[config.mk]
export PLATFORM = sky130hd
export DESIGN_NAME = calc_op_driver
export DESIGN_NICKNAME = d
export VERILOG_FILES = /design/src/rtl/calc_op_driver_pkg.sv /design/src/rtl/calc_op_driver_op_timeout_timer.sv /design/src/rtl/calc_op_driver.sv
export SDC_FILE = /design/constraint.sdc
export NUM_CORES = 1
export LEC_CHECK = 0
export ABC_CLOCK_PERIOD_IN_PS = 4250
export BUFFER_PORTS_ARGS = -buffer_cell sky130_fd_sc_hd__buf_2
export CORE_MARGIN = 8
export CORE_UTILIZATION = 35
export DETAILED_ROUTE_END_ITERATION = 7
export GPL_ROUTABILITY_DRIVEN = 0
export PLACE_DENSITY = 0.65
export SYNTH_ARGS = -nofsm -noshare
export SYNTH_HDL_FRONTEND = slang
export SYNTH_SLANG_ARGS = --single-unit
[constraint.sdc]
create_clock -name clk -period 4.25 [get_ports clk]
set_clock_uncertainty 0.2 [all_clocks]
set_input_delay 0 -clock clk [delete_from_list [all_inputs] [get_ports clk]]
set_output_delay 0 -clock clk [all_outputs]
set_load 0.03 [all_outputs]
[src/rtl/calc_op_driver_pkg.sv]
// Shared definitions for the calculator operand driver: FSM states and default widths.
package calc_op_driver_pkg;

  localparam int DEF_DATA_W = 4;
  localparam int DEF_OP_W   = 2;
  localparam int DEF_RES_W  = 5;
  localparam int TIMER_W    = 8;

  typedef enum logic [2:0] {
    ST_IDLE   = 3'd0,
    ST_BEAT_A = 3'd1,
    ST_BEAT_B = 3'd2,
    ST_WAIT   = 3'd3,
    ST_RESP   = 3'd4
  } state_e;

endpackage

[src/rtl/calc_op_driver_op_timeout_timer.sv]
// Loadable 8-bit up-counter; expire flags the last allowed WAIT cycle.
module op_timeout_timer
  import calc_op_driver_pkg::*;
#(
  parameter int TIMEOUT = 16
) (
  input  logic clk,
  input  logic rst_n,
  input  logic load,
  input  logic inc,
  output logic expire
);

  logic [TIMER_W-1:0] count_q;
  logic [TIMER_W-1:0] count_d;

  always_comb begin
    count_d = count_q;
    if (load) begin
      count_d = '0;
    end else if (inc) begin
      count_d = count_q + 1'b1;
    end
  end

  always_ff @(posedge clk or negedge rst_n) begin
    if (!rst_n) begin
      count_q <= '0;
    end else begin
      count_q <= count_d;
    end
  end

  assign expire = (count_q == TIMER_W'(TIMEOUT - 1));

endmodule

[src/rtl/calc_op_driver.sv]
// Drives one calculator operation per host request: two capture beats, a bounded
// wait for the result strobe, then a held response until the host takes it.
module calc_op_driver
  import calc_op_driver_pkg::*;
#(
  parameter int DATA_W  = DEF_DATA_W,
  parameter int OP_W    = DEF_OP_W,
  parameter int RES_W   = DEF_RES_W,
  parameter int TIMEOUT = 16,
  parameter int CNT_W   = 8
) (
  input  logic              clk,
  input  logic              rst_n,
  input  logic              req_valid,
  output logic              req_ready,
  input  logic [DATA_W-1:0] req_a,
  input  logic [DATA_W-1:0] req_b,
  input  logic [OP_W-1:0]   req_op,
  output logic              capture,
  output logic [OP_W-1:0]   op,
  output logic [DATA_W-1:0] d_in,
  input  logic              valid,
  input  logic [RES_W-1:0]  result,
  output logic              rsp_valid,
  input  logic              rsp_ready,
  output logic [RES_W-1:0]  rsp_result,
  output logic              rsp_timeout,
  output logic [CNT_W-1:0]  op_count,
  output logic              proto_err
);

  state_e             state_q, state_d;
  logic [DATA_W-1:0]  a_q, a_d, b_q, b_d;
  logic [OP_W-1:0]    opc_q, opc_d;
  logic               req_ready_q, req_ready_d;
  logic               capture_q, capture_d;
  logic [OP_W-1:0]    op_q, op_d;
  logic [DATA_W-1:0]  d_in_q, d_in_d;
  logic               rsp_valid_q, rsp_valid_d;
  logic [RES_W-1:0]   rsp_result_q, rsp_result_d;
  logic               rsp_timeout_q, rsp_timeout_d;
  logic [CNT_W-1:0]   op_count_q, op_count_d;
  logic               proto_err_q, proto_err_d;
  logic               timer_load, timer_inc, timer_expire;

  assign timer_load = (state_q == ST_BEAT_B);
  assign timer_inc  = (state_q == ST_WAIT) && !valid;

  op_timeout_timer #(
    .TIMEOUT (TIMEOUT)
  ) u_timer (
    .clk    (clk),
    .rst_n  (rst_n),
    .load   (timer_load),
    .inc    (timer_inc),
    .expire (timer_expire)
  );

  always_comb begin
    state_d       = state_q;
    a_d           = a_q;
    b_d           = b_q;
    opc_d         = opc_q;
    rsp_result_d  = rsp_result_q;
    rsp_timeout_d = rsp_timeout_q;
    op_count_d    = op_count_q;
    proto_err_d   = proto_err_q | (valid && (state_q != ST_WAIT));

    case (state_q)
      ST_IDLE: begin
        if (req_valid && req_ready_q) begin
          a_d     = req_a;
          b_d     = req_b;
          opc_d   = req_op;
          state_d = ST_BEAT_A;
        end
      end
      ST_BEAT_A: state_d = ST_BEAT_B;
      ST_BEAT_B: state_d = ST_WAIT;
      ST_WAIT: begin
        // A result arriving on the expiry cycle still counts as success.
        if (valid) begin
          rsp_result_d  = result;
          rsp_timeout_d = 1'b0;
          op_count_d    = op_count_q + 1'b1;
          state_d       = ST_RESP;
        end else if (timer_expire) begin
          rsp_result_d  = '0;
          rsp_timeout_d = 1'b1;
          state_d       = ST_RESP;
        end
      end
      ST_RESP: begin
        if (rsp_ready) begin
          state_d = ST_IDLE;
        end
      end
      default: state_d = ST_IDLE;
    endcase

    // Outputs are decoded from the next state so they are flop-driven.
    req_ready_d = (state_d == ST_IDLE);
    capture_d   = (state_d == ST_BEAT_A) || (state_d == ST_BEAT_B);
    op_d        = capture_d ? opc_d : '0;
    d_in_d      = (state_d == ST_BEAT_A) ? a_d :
                  (state_d == ST_BEAT_B) ? b_d : '0;
    rsp_valid_d = (state_d == ST_RESP);
  end

  always_ff @(posedge clk or negedge rst_n) begin
    if (!rst_n) begin
      state_q       <= ST_IDLE;
      a_q           <= '0;
      b_q           <= '0;
      opc_q         <= '0;
      req_ready_q   <= 1'b1;
      capture_q     <= 1'b0;
      op_q          <= '0;
      d_in_q        <= '0;
      rsp_valid_q   <= 1'b0;
      rsp_result_q  <= '0;
      rsp_timeout_q <= 1'b0;
      op_count_q    <= '0;
      proto_err_q   <= 1'b0;
    end else begin
      state_q       <= state_d;
      a_q           <= a_d;
      b_q           <= b_d;
      opc_q         <= opc_d;
      req_ready_q   <= req_ready_d;
      capture_q     <= capture_d;
      op_q          <= op_d;
      d_in_q        <= d_in_d;
      rsp_valid_q   <= rsp_valid_d;
      rsp_result_q  <= rsp_result_d;
      rsp_timeout_q <= rsp_timeout_d;
      op_count_q    <= op_count_d;
      proto_err_q   <= proto_err_d;
    end
  end

  assign req_ready   = req_ready_q;
  assign capture     = capture_q;
  assign op          = op_q;
  assign d_in        = d_in_q;
  assign rsp_valid   = rsp_valid_q;
  assign rsp_result  = rsp_result_q;
  assign rsp_timeout = rsp_timeout_q;
  assign op_count    = op_count_q;
  assign proto_err   = proto_err_q;

endmodule
# After elaboration in Yosys (flattened, before gate mapping)
# Cells that the tools add are included.
# classes
n_reduce_logical,11
add_sub_neg,2
muxes,20
n_eq_ne,9
n_bitwise,1
# ops
cell,n
$mux 4,6
$add 8x1->8 const B,2
$mux 8,2
$pmux 3 s5,1
$mux 3,4
$mux 5,2
$eq 3x2->1 const B,3
$eq 8x4->1 const B,1
$eq 3x1->1 const B,2
$eq 3x3->1 const B,2
$logic_not 3->1,2
$mux 2,3
$reduce_and 2->1,2
$reduce_bool 2->1,2
$logic_and 1x1->1,3
$ne 3x2->1 const B,1
$mux 1,2
$logic_not 1->1,1
$logic_or 1x1->1,1
$or 1x1->1,1
# totals
wordCells,57
input_bits,20
out_inout_bits,24
ff_bits,45

# Logic depth before layout (Yosys ltp)
# Gate-level depths: netlist (run 1).
# logic_depth
word_depth,7
depth_mapped,6
mapped_depth_nobuf,5

# Hierarchy
# Synthesis (run 1) repeated with hierarchy kept, for this count alone.
# hier_totals
cells_unflattened,142
area_unflattened_um2,1731.7
# by_module_without_submodules
module,area_per_inst_um2,seq_area_each_um2,n_inst,cells_per_inst
calc_op_driver,1337.5,827.0,1,103
op_timeout_timer,394.1,200.2,1,39

# Least setup slack after synthesis (run 1)
# No wires, ideal clock.
# synth_timing
kind,register to register
startpoint,"reg req_ready_q, in the netlist req_ready"
endpoint,reg b_q[2]
synth_period_minus_slack_ns,1.697
required_time_ns,3.925
path_stages_with_launch,5
setup_ns,0.125
slack_ns,2.553
arrival_time_ns,1.372
n_path_buf,2
path_cell_list,dfstp_2 -> and4b_1 -> buf_2 -> buf_6 -> mux2_4
# synth_via
elab_chain_cells,3
# synth_lines
element,line_no,rtl
from (decl),calc_op_driver.sv:35,"logic req_ready_q, req_ready_d;"
from (signal assigned),calc_op_driver.sv:130,req_ready_q <= req_ready_d;
$logic_and 1x1->1,calc_op_driver.sv:71,if (req_valid && req_ready_q) begin
$mux 4,calc_op_driver.sv:71,
$mux 4,calc_op_driver.sv:69,case (state_q)
net b_d[2],calc_op_driver.sv:33,"logic [DATA_W-1:0] a_q, a_d, b_q, b_d;"
to (signal assigned),calc_op_driver.sv:114,b_q <= '0;
to (signal assigned),calc_op_driver.sv:128,b_q <= b_d;
to (decl),calc_op_driver.sv:33,
# The timed path passes the listed nets, and every way through them passes these cells.
# A chain may end at the register's enable or synchronous reset.

# Final worst setup path (run 1)
# layout_timing
startpoint,reg state_q[0]
endpoint,reg b_q[0]
# layout_via
elab_chain_cells,2
# layout_lines
element,line_no,rtl
from (decl),calc_op_driver.sv:32,"state_e state_q, state_d;"
from (signal assigned),calc_op_driver.sv:126,state_q <= state_d;
$logic_not 3->1,calc_op_driver.sv:69,
$mux 4,calc_op_driver.sv:69,
net b_d[0],calc_op_driver.sv:33,
# The timed path passes the listed nets, and every way through them passes these cells.

==> metrics.txt, run 1 <==
run status completed; number of distinct library cells after synthesis 38; Post-layout nets between 200 and 250; Peak VDD IR 0.2518 mV; setup repair after global routing missed its margin no; root buf cell clkbuf_8; number of warning messages in the yosys log 0; register area share after synthesis between 50% and 60%; combined area of all synthesized cells 1714 um2; deepest level of the CTS H-tree 2; mean routed wirelength per cell 13.56 um; die outline height 85.98 um; vias per std cell between 4 and 5; maximum capacitance violations 0; HPWL Detailed 2.475 mm; I/O pin count 44; DRT iter0 DRCs between 60 and 70; type of the worst min-delay path primary input to async pin; Crit Path Max Fanout 15; global router's overall resource usage between 10% and 20%; Pwr per Cell Area ~640 nW/um2; synthesized instance count ~140; count of instances resized after the clock tree is built 0; synthesized flop and latch total 41; sum of overflow across all layers after global routing 0; full die area between 7000 and 8000 um2; max-slew violations 0; async set or reset register ratio after synthesis between 90% and 100%; clock tree buffer depth 2; Final Hold Viols 0; starting utilization of the core area approximately 36%; Sum Neg Setup Slack 0 ns; die span in x between 80 and 90 um; post-detailed-routing wire length 3.634 mm; tightest slew margin relative to the limit 40.25%; area of the core region between 4000 and 5000 um2; number of global-route vias before repair between 1000 and 1500; wire length of the first global-routing pass roughly 6.2 mm; kind of launch point of the worst setup path flop; setup fix buffers added after clock tree synthesis 0; nets in the synthesized netlist between 150 and 200; CP arrival about 1.9 ns; antenna violations before repair 0; fraction of the cycle the final worst path needs 45.36%; CTS Hold Buffers Added 18; path type of the worst setup path flop to flop; maximum number of pins on one net before global-route repair 42; Final Critical Period between 1.5 and 2 ns; filler-free cell count of the finished design around 270; number of enable flip-flop cells after synthesis 0; # placed instances 242; total via count in the routed design 1232; DRC viols 0; # diodes 0; crit end category flop; number of setup violations in the final report 0; Least-Margin Pin Slew about 0.90 ns; clock insertion delay at the later pin of the skew report 0.29 ns; CTS tree yes; Syn Area/Cell between 10 and 15 um2; FP Rows 25; Buffers on Ports 43; maximum clock frequency just over 0.5 GHz; standby leakage power 1.131 nW; layout cell share with drive strength beyond 1 32.34%; clock slew seen by the registers of the worst setup and hold paths approximately 0.080 ns; Area Overhead vs Synth 34.53%; Crit path required time about 4.2 ns; detailed-router iteration count before antenna repair 4; number of buffers created by CTS 5; number of nets still failing antenna checks after routing 0; main flop type after synthesis dfrtp_1; fill cell total of the finished layout about 420; clock sinks 41
-- worst max-delay path: stages, from the launching register on --
cell	delay, ns
dfrtp_1	0.45
nor2_1	0.15
and4b_1	0.61
mux2_2	0.40
-- worst paths after layout --
path | endpoint | cells past startpoint | start | slack [ns]
max in group asynchronous | op_count[2] | 2 | rst_n | 3.11
worst min register to register | op_count[7] | 1 | op_count[7] | 0.28
worst max-delay path | b_q[0] | 3 | state_q[0] | 2.32
worst max register to register | b_q[0] | 3 | state_q[0] | 2.32
worst min-delay path | d_in[1] | 2 | rst_n | 0.17
min in group clk | state_q[0] | 4 | req_valid | 0.26
-- metal layers --
metal	vias to the layer above	global-route usage, %	wire length, um
li1	614	-	-
met1	587	12.69	1627
met2	26	16.86	1764
met3	5	3.534	203
met4	0	2.866	38
met5	-	0	0
-- report_power, final --
part / switching (mW) / internal (mW)
registers: 0.0915 / 0.514
clock network: 0.134 / 0.236
logic: 0.308 / 0.194
total: 0.533 / 0.944
-- cells by family after synthesis --
group | synth area share, %
and+or+nand+nor | 17.30
buffers and inverters | 1.460
DFF | 59.93
muxes | 4.817
adders and majority gates | 1.460
xor gates and xnor gates | 6.131
AOI/OAI and AO/OA | 8.905
-- state kept, by name (all words and copies together) (netlist names), 2 cells and up --
name	flops
op_count	8
state_q	3
b_q	4
u_timer.count_q	8
op	2
rsp_result	5
opc_q	2
d_in	4
-- cell usage in the layout, fill, tap and decap left out, drive strengths merged --
cell / synthesis / layout
buf: 3 / 43
dfrtp: 40 / 40
dlygate4sd3: 0 / 18
nor2: 13 / 13
a22o: 12 / 12
nand2: 7 / 7
mux2: 7 / 7
nand4: 6 / 6
xnor2: 6 / 6
xor2: 6 / 6
clkbuf: 1 / 5
o21ai: 4 / 4
and3: 4 / 4
nand3: 3 / 3
and4b: 2 / 2
or2b: 2 / 2
a21oi: 2 / 2
ha: 2 / 2
bufinv: 0 / 2
or4: 1 / 1
and4bb: 1 / 1
and2b: 1 / 1
nor2b: 1 / 1
nor4b: 1 / 1
o21a: 1 / 1
nor3b: 1 / 1
or2: 1 / 1
nand2b: 1 / 1
nor3: 1 / 1
or3: 1 / 1
and2: 1 / 1
nand4b: 1 / 1
nand3b: 1 / 1
a31oi: 1 / 1
inv: 0 / 1
dfstp: 1 / 1
-- cell usage after synthesis, types with 2 or more instances --
master	instances	share of area (%)
mux2_2	6	3.9
or2b_1	2	0.88
ha_1	2	1.5
and4b_1	2	1.2
nand2_1	7	1.5
dfrtp_1	40	58
nand3_1	3	0.88
buf_2	2	0.58
and3_1	3	1.1
xnor2_1	6	3.1
nor2_1	12	2.6
o21ai_0	3	0.88
xor2_1	6	3.1
a22o_1	12	6.1
nand4_1	6	2.2
a21oi_1	2	0.58
-- area by class of cell --
type | instances | area, um2 | area share, %
tap | 67 | 83.83 | 3.635
multi-input combinational | 91 | 661.9 | 28.70
sequential | 41 | 1027 | 44.55
clock buffer | 5 | 68.82 | 2.984
clock inverter | 3 | 68.82 | 2.984
timing repair buffer | 61 | 395.4 | 17.15
-- metrics by stage --
| step | utilization, % | instance area (um2) | setup WS (ns) | power [mW] | hold WS [ns] |
|---|---|---|---|---|---|
| final | 48.82 | 2306 | 2.322 | 1.477 | 0.1694 |
| after global routing | 48.82 | 2306 | 2.198 | 1.568 | 0.2550 |
| after CTS | 48.82 | 2306 | 2.356 | 1.491 | 0.1967 |
| after detailed placement | 42.09 | 1988 | 2.366 | 1.105 | -0.02281 |
| after global placement | 42.09 | 1988 | 2.413 | 1.098 | -0.02056 |
| after floorplan | - | 1714 | 2.553 | 0.9629 | -0.4956 |
(Power assumes the default switching activity.)
==> inputs of run 2 (changes only) <==
--- a/config.mk
+++ b/config.mk
@@ -5,13 +5,13 @@
 export SDC_FILE = /design/constraint.sdc
 export NUM_CORES = 1
 export LEC_CHECK = 0
-export ABC_CLOCK_PERIOD_IN_PS = 4250
+export ABC_CLOCK_PERIOD_IN_PS = 1700
 export BUFFER_PORTS_ARGS = -buffer_cell sky130_fd_sc_hd__buf_2
 export CORE_MARGIN = 8
 export CORE_UTILIZATION = 35
 export DETAILED_ROUTE_END_ITERATION = 7
 export GPL_ROUTABILITY_DRIVEN = 0
-export PLACE_DENSITY = 0.65
+export PLACE_DENSITY = 0.67
 export SYNTH_ARGS = -nofsm -noshare
 export SYNTH_HDL_FRONTEND = slang
 export SYNTH_SLANG_ARGS = --single-unit
==> constraint.sdc (replaced) <==
create_clock -name clk -period 1.7 [get_ports clk]
set_clock_uncertainty 0.2 [all_clocks]
set_input_delay 0 -clock clk [delete_from_list [all_inputs] [get_ports clk]]
set_output_delay 0 -clock clk [all_outputs]
set_load 0.03 [all_outputs]
==> run 2 against run 1 <==
Effect of this change:
- sequential share of layout area shrank 1.5 points
- register-to-register slack worse by 2.3 ns
- clock power up 67%
- maximum frequency is 14% higher
- critical path depth is 1 higher
- die area unchanged
- via count up 3.2%
- cell count increased by 4.9%
==> metrics.txt, run 2 (synthesized netlist as in run 1, its figures left out) <==
run status completed (unchanged); number of nets still failing antenna checks after routing 0 (unchanged); Area Overhead vs Synth 39.71% (was 34.53%); Pwr per Cell Area 1474 nW/um2 (was 640.7 nW/um2); setup repair after global routing missed its margin yes (was no); number of buffers created by CTS 5 (unchanged); routed length on met2 1.798 mm (was 1.764 mm); HPWL Detailed 2.726 mm (was 2.475 mm); area of the core region 4723 um2 (unchanged); worst flop-to-flop path startpoint u_timer.count_q[4] (was state_q[0]); Final Hold Viols 0 (unchanged); fill cell total of the finished layout 425 (was 416); internal portion of total power 2.204 mW (was 0.9441 mW); Final Critical Period 1.689 ns (was 1.928 ns); Buffers on Ports 43 (unchanged); maximum clock frequency 0.5919 GHz (was 0.5187 GHz); number of cells traversed by the worst register-to-register path 4 (was 3); number of setup violations in the final report 0 (unchanged); maximum capacitance violations 0 (unchanged); Reg2Reg Capture Point rsp_result[1] (was b_q[0]); mean routed wirelength per cell 13.24 um (was 13.56 um); tightest slew margin relative to the limit 65.25% (was 40.25%); vias per std cell 4.523 (was 4.597); CTS tree yes (unchanged); launching element of the worst setup path u_timer.count_q[4] (was state_q[0]); clock tree buffer depth 2 (unchanged); slack of the worst reg-to-reg path 0.01 ns (was 2.32 ns); Switching Share 37.55% (was 36.10%); kind of launch point of the worst setup path flop (unchanged); Least-Margin Pin Slew 0.5140 ns (was 0.8962 ns); CP arrival 1.66 ns (was 1.90 ns); capturing element of the worst setup path rsp_result[1] (was b_q[0]); clock insertion delay at the later pin of the skew report 0.29 ns (about the same); type of the worst min-delay path primary input to async pin (unchanged); deepest level of the CTS H-tree 2 (unchanged); multi-input gate area in the final layout 680.7 um2 (was 661.9 um2); max-slew violations 0 (unchanged); maximum number of pins on one net before global-route repair 25 (was 42); Peak VDD IR 0.5429 mV (was 0.2518 mV); sum of overflow across all layers after global routing 0 (unchanged); die span in x 85.98 um (unchanged); die outline height 85.98 um (unchanged); post-detailed-routing wire length 3.721 mm (was 3.634 mm); share of total power in the clock network 17.5% (was 25.1%); crit end category flop (unchanged); path type of the worst setup path flop to flop (unchanged); DRT iter0 DRCs 59 (was 64); most used cells in the layout excluding fill and tap cells buf_2, dfrtp_1, dlygate4sd3_1, buf_4 (was buf_2, dfrtp_1, dlygate4sd3_1, nor2_1, a22o_1); wire length on met1 1.684 mm (was 1.627 mm); global router's overall resource usage 10.44% (was 10.38%); top sig layer met4 (unchanged); total via count in the routed design 1271 (was 1232); Post-layout nets 236 (was 222); post-layout utilization of the core 50.70% (was 48.82%); most common cell after layout, fill and taps aside buf_2 (unchanged); layout cell share with drive strength beyond 1 38.79% (was 32.34%); starting utilization of the core area 36.29% (unchanged); detailed-router iteration count before antenna repair 4 (unchanged); fraction of the cycle the final worst path needs 99.38% (was 45.36%); # diodes 0 (unchanged); Net Sw Power 1.325 mW (was 0.5334 mW); sequential share of power 42.7% (was 41.0%); clock sinks 41 (unchanged); final hold slack 0.01994 ns (was 0.1694 ns); combinational power share 39.8% (was 33.9%); number of global-route vias before repair 1290 (was 1230); standby leakage power 1.182 nW (was 1.131 nW); antenna violations before repair 0 (unchanged); I/O pin count 44 (unchanged); full die area 7393 um2 (unchanged); Crit path required time 1.67 ns (was 4.23 ns); Crit Path Max Fanout 7 (was 15); wire length of the first global-routing pass 6.099 mm (was 6.203 mm); root buf cell clkbuf_8 (unchanged); FP Rows 25 (unchanged); area taken by flip-flops and latches 1031 um2 (was 1027 um2); length of routed met3 wiring 170 um (was 203 um); DRC viols 0 (unchanged); clock slew seen by the registers of the worst setup and hold paths 0.07 ns (was 0.08 ns)
run 2: metrics by stage:
stage               area [um2]  setup TNS [ns]  std cells  power [mW]  setup WS (ns)
finish                    2395               0        281       3.530        0.01053
floorplan                 1714               0        136       2.407       0.003360
CTS                       2380       -0.004827        281       3.560      -0.003326
global placement          2106               0        256       2.857        0.03370
global route              2395         -0.2195        281       3.741       -0.04490
detailed placement        2106               0        256       2.891        0.01386
run 2: cell type report:
| type | instances | share of cell area (%) |
|---|---|---|
| clock buffers | 7 | 3.605 |
| flip-flops and latches | 41 | 43.05 |
| multi-input cells | 91 | 28.42 |
| repair buffers | 75 | 21.42 |
| well taps | 67 | 3.501 |
run 2: metal layers:
layer / vias up / global-route usage [%]
met1: 590 / 12.15
met3: 8 / 3.056
met4: 0 / 5.255
li1: 649 / -
met5: - / 0
met2: 24 / 17.00
run 2: power by group through the flow:
stage	Sequential [mW]	Combinational (mW)	Clock [mW]
after floorplan	1.86	0.548	0
after global placement	1.51	1.35	0
after detailed placement	1.52	1.37	0
after CTS	1.50	1.42	0.639
after global routing	1.56	1.51	0.674
final	1.51	1.40	0.618
run 2: worst min path at each step:
stage / start / to / slack, ns / depth (start not counted)
3_5_place_dp: rst_n / b_q[1] / -0.18 / 1
4_1_cts: req_valid / req_ready / 0.03 / 4
5_1_grt: req_valid / req_ready / 0.06 / 4
2_1_floorplan: rst_n / b_q[0] / -0.50 / 0
3_3_place_gp: rst_n / b_q[1] / -0.18 / 1
6_report: rst_n / b_q[1] / 0.02 / 2
run 2: repair_timing:
action	4_1_cts	5_1_grt
pin swaps	0	0
hold buffers	18	0
gates resized for setup	1	6
buffers inserted	0	0
setup endpoints to repair	5	22
hold endpoints to repair	63	0
run 2: critical path, cell delays in order (launching register included):
cell and delay [ns]:
dfrtp_1 0.38, or4_4 0.55, nor2_4 0.13, o21ai_4 0.08, a22o_1 0.24
==> inputs of run 3 (changes only) <==
--- a/config.mk
+++ b/config.mk
@@ -6,12 +6,12 @@
 export NUM_CORES = 1
 export LEC_CHECK = 0
 export ABC_CLOCK_PERIOD_IN_PS = 1700
-export BUFFER_PORTS_ARGS = -buffer_cell sky130_fd_sc_hd__buf_2
 export CORE_MARGIN = 8
-export CORE_UTILIZATION = 35
+export CORE_UTILIZATION = 55
 export DETAILED_ROUTE_END_ITERATION = 7
+export DONT_BUFFER_PORTS = 1
 export GPL_ROUTABILITY_DRIVEN = 0
-export PLACE_DENSITY = 0.67
+export PLACE_DENSITY = 0.81
 export SYNTH_ARGS = -nofsm -noshare
 export SYNTH_HDL_FRONTEND = slang
 export SYNTH_SLANG_ARGS = --single-unit
==> run 3 against run 2 <==
Effect of this change:
- the run now ends with setup timing left
- sequential share of layout area rose by 2.4 points
- sequential power up 14%
- register-to-register slack worse by 0.03 ns
- cell count decreased by 22%
- clock power up 23%
- setup slack worse by 0.029 ns
- wire length up 6.4%
- via count down 0.47%
- critical endpoint is now state_q[1]
- largest power group unchanged
==> metrics.txt, run 3 (synthesized netlist as in run 1, its figures left out) <==
failing checks setup timing; # placed instances 187 (was 256); fill cell total of the finished layout 193 (was 425); die outline height 71.83 um (was 85.98 um); standby leakage power 1.072 nW (was 1.182 nW); instance area after placement 1908 um2 (was 2106 um2); total via count in the routed design 1265 (was 1271); crit end category flop (unchanged); clock tree buffer depth 2 (unchanged); path type of the worst setup path flop to flop (unchanged); most used cells in the layout excluding fill and tap cells dfrtp_1, buf_4, dlygate4sd3_1, nor2_1, a22o_1 (was buf_2, dfrtp_1, dlygate4sd3_1, buf_4); Buffers on Ports 0 (was 43); maximum clock frequency 0.5818 GHz (was 0.5919 GHz); FP Rows 20 (was 25); fraction of the cycle the final worst path needs 101.1% (was 99.38%); Net Sw Power 1.372 mW (was 1.325 mW); wire length of the first global-routing pass 6.292 mm (was 6.099 mm); maximum capacitance violations 0 (unchanged); post-detailed-routing wire length 3.959 mm (was 3.721 mm); delay-heaviest family, CP simple AND/OR/NAND/NOR gates (unchanged); most common cell after layout, fill and taps aside dfrtp_1 (was buf_2); launching element of the worst setup path u_timer.count_q[6] (was u_timer.count_q[4]); sum of overflow across all layers after global routing 0 (unchanged); number of buffers created by CTS 5 (unchanged); critical path's largest stage delay 0.56 ns (was 0.55 ns); layout cell share with drive strength beyond 1 27.42% (was 38.79%); antenna violations before repair 0 (unchanged); Crit path required time 1.74 ns (was 1.67 ns); maximum number of pins on one net before global-route repair 42 (was 25); HPWL Detailed 2.659 mm (was 2.726 mm); I/O pin count 44 (unchanged); # diodes 0 (unchanged); DRC viols 0 (unchanged); area of the core region 3003 um2 (was 4723 um2); mean routed wirelength per cell 18.08 um (was 13.24 um); internal portion of total power 2.366 mW (was 2.204 mW); detailed-router iteration count before antenna repair 4 (unchanged); full die area 5159 um2 (was 7393 um2); number of cells on the worst hold path 2; deepest level of the CTS H-tree 2 (unchanged); setup repair after global routing missed its margin yes (unchanged); Pwr per Cell Area 1651 nW/um2 (was 1474 nW/um2); Area Overhead vs Synth 32.12% (was 39.71%); kind of launch point of the worst setup path flop (unchanged); Final Hold Viols 0 (unchanged); tightest slew margin relative to the limit 64.48% (was 65.25%); sequential share of power 46.1% (was 42.7%); number of cells traversed by the worst register-to-register path 5 (was 4); CP arrival 1.76 ns (was 1.66 ns); critical path depth 5 (was 4); combinational power share 33.6% (was 39.8%); share of total power in the clock network 20.3% (was 17.5%); Buffers & Inverters on Critical Path 1 (was 0); root buf cell clkbuf_4 (was clkbuf_8); global router's overall resource usage 15.66% (was 10.44%); clock slew seen by the registers of the worst setup and hold paths 0.11 ns (was 0.07 ns); Worst Setup Slack post-DPL -0.01504 ns (was 0.01386 ns); Least-Margin Pin Slew 0.5254 ns (was 0.5140 ns); clock sinks 41 (unchanged); Switching Share 36.71% (was 37.55%); Final Critical Period 1.719 ns (was 1.689 ns); number of setup violations in the final report 4 (was 0); DRT iter0 DRCs 100 (was 59); die span in x 71.83 um (was 85.98 um); type of the worst min-delay path primary input to flop (was primary input to async pin); Post-layout nets 207 (was 236); filler-free cell count of the finished design 219 (was 281); Sum Neg Setup Slack -0.03927 ns (was 0 ns); vias per std cell 5.776 (was 4.523); max-slew violations 0 (unchanged); run status complete, but fails checks (was completed); number of nets still failing antenna checks after routing 0 (unchanged); critical hold path startpoint result[3]; cells traversed along the worst timing path or4_4, nor2_4, buf_4, nor2_1, o21a_1 (was or4_4, nor2_4, o21ai_4, a22o_1); cell at the slowest stage of the critical path or4_4 (unchanged); Peak VDD IR 0.7853 mV (was 0.5429 mV); smallest setup slack after layout -0.01872 ns (was 0.01053 ns); Final Power 3.738 mW (was 3.530 mW); worst flop-to-flop path startpoint u_timer.count_q[6] (was u_timer.count_q[4]); starting utilization of the core area 57.08% (was 36.29%); area of all placed cells without fillers 2265 um2 (was 2395 um2); CTS tree yes (unchanged); clock insertion delay at the later pin of the skew report 0.34 ns (was 0.29 ns); number of global-route vias before repair 1327 (was 1290); Crit Path Max Fanout 2 (was 7)
## run 3: power by group through the flow
stage	registers [mW]	clock network, mW	logic [mW]
final	1.72	0.758	1.26
after global routing	1.76	0.808	1.36
after CTS	1.73	0.778	1.18
after detailed placement	1.75	0	1.10
after global placement	1.73	0	1.04
after floorplan	1.86	0	0.548
## run 3: layout make-up
cell class / instances / area (um2) / share of cell area, %
Clock buffer: 5 / 37.54 / 1.657
Timing Repair Buffer: 46 / 420.4 / 18.56
Sequential cell: 41 / 1028 / 45.41
Tap cell: 33 / 41.29 / 1.823
Multi-Input combinational cell: 91 / 671.9 / 29.67
Clock inverter: 3 / 65.06 / 2.873
## run 3: worst paths after layout
path / endpoint / slack [ns]
max: state_q[1] / -0.02
min: rsp_result[3] / 0.13
max reg2reg: state_q[1] / -0.02
min reg2reg: op[0] / 0.30
max in group asynchronous: req_ready / 0.56
min in group asynchronous: op_count[1] / 0.49
## run 3: metrics by stage
stage / hold slack, ns / utilization [%]
finish: 0.1322 / 75.42
CTS: 0.1117 / 74.54
global route: 0.1147 / 75.42
global placement: -0.4945 / 63.54
floorplan: -0.4956 / -
detailed placement: -0.4944 / 63.54
## run 3: routing by layer
layer  part of all wire [%]  vias to the layer above  track usage (%)  routed length (um)
met5                      0                        -                0                   0
met4                    2.3                        0            7.029                  91
met3                    5.3                        9            4.881                 208
met2                     55                       38            28.44                2167
met1                     38                      635            15.95                1493
li1                       -                      583                -                   -
## run 3: repair_timing
item / 4_1_cts / 5_1_grt
hold buffers: 21 / 0
setup endpoints to repair: 5 / 9
endpoints found under the hold margin: 76 / 0
buffers inserted: 0 / 3
resized for setup: 1 / 3
pin swaps: 6 / 1
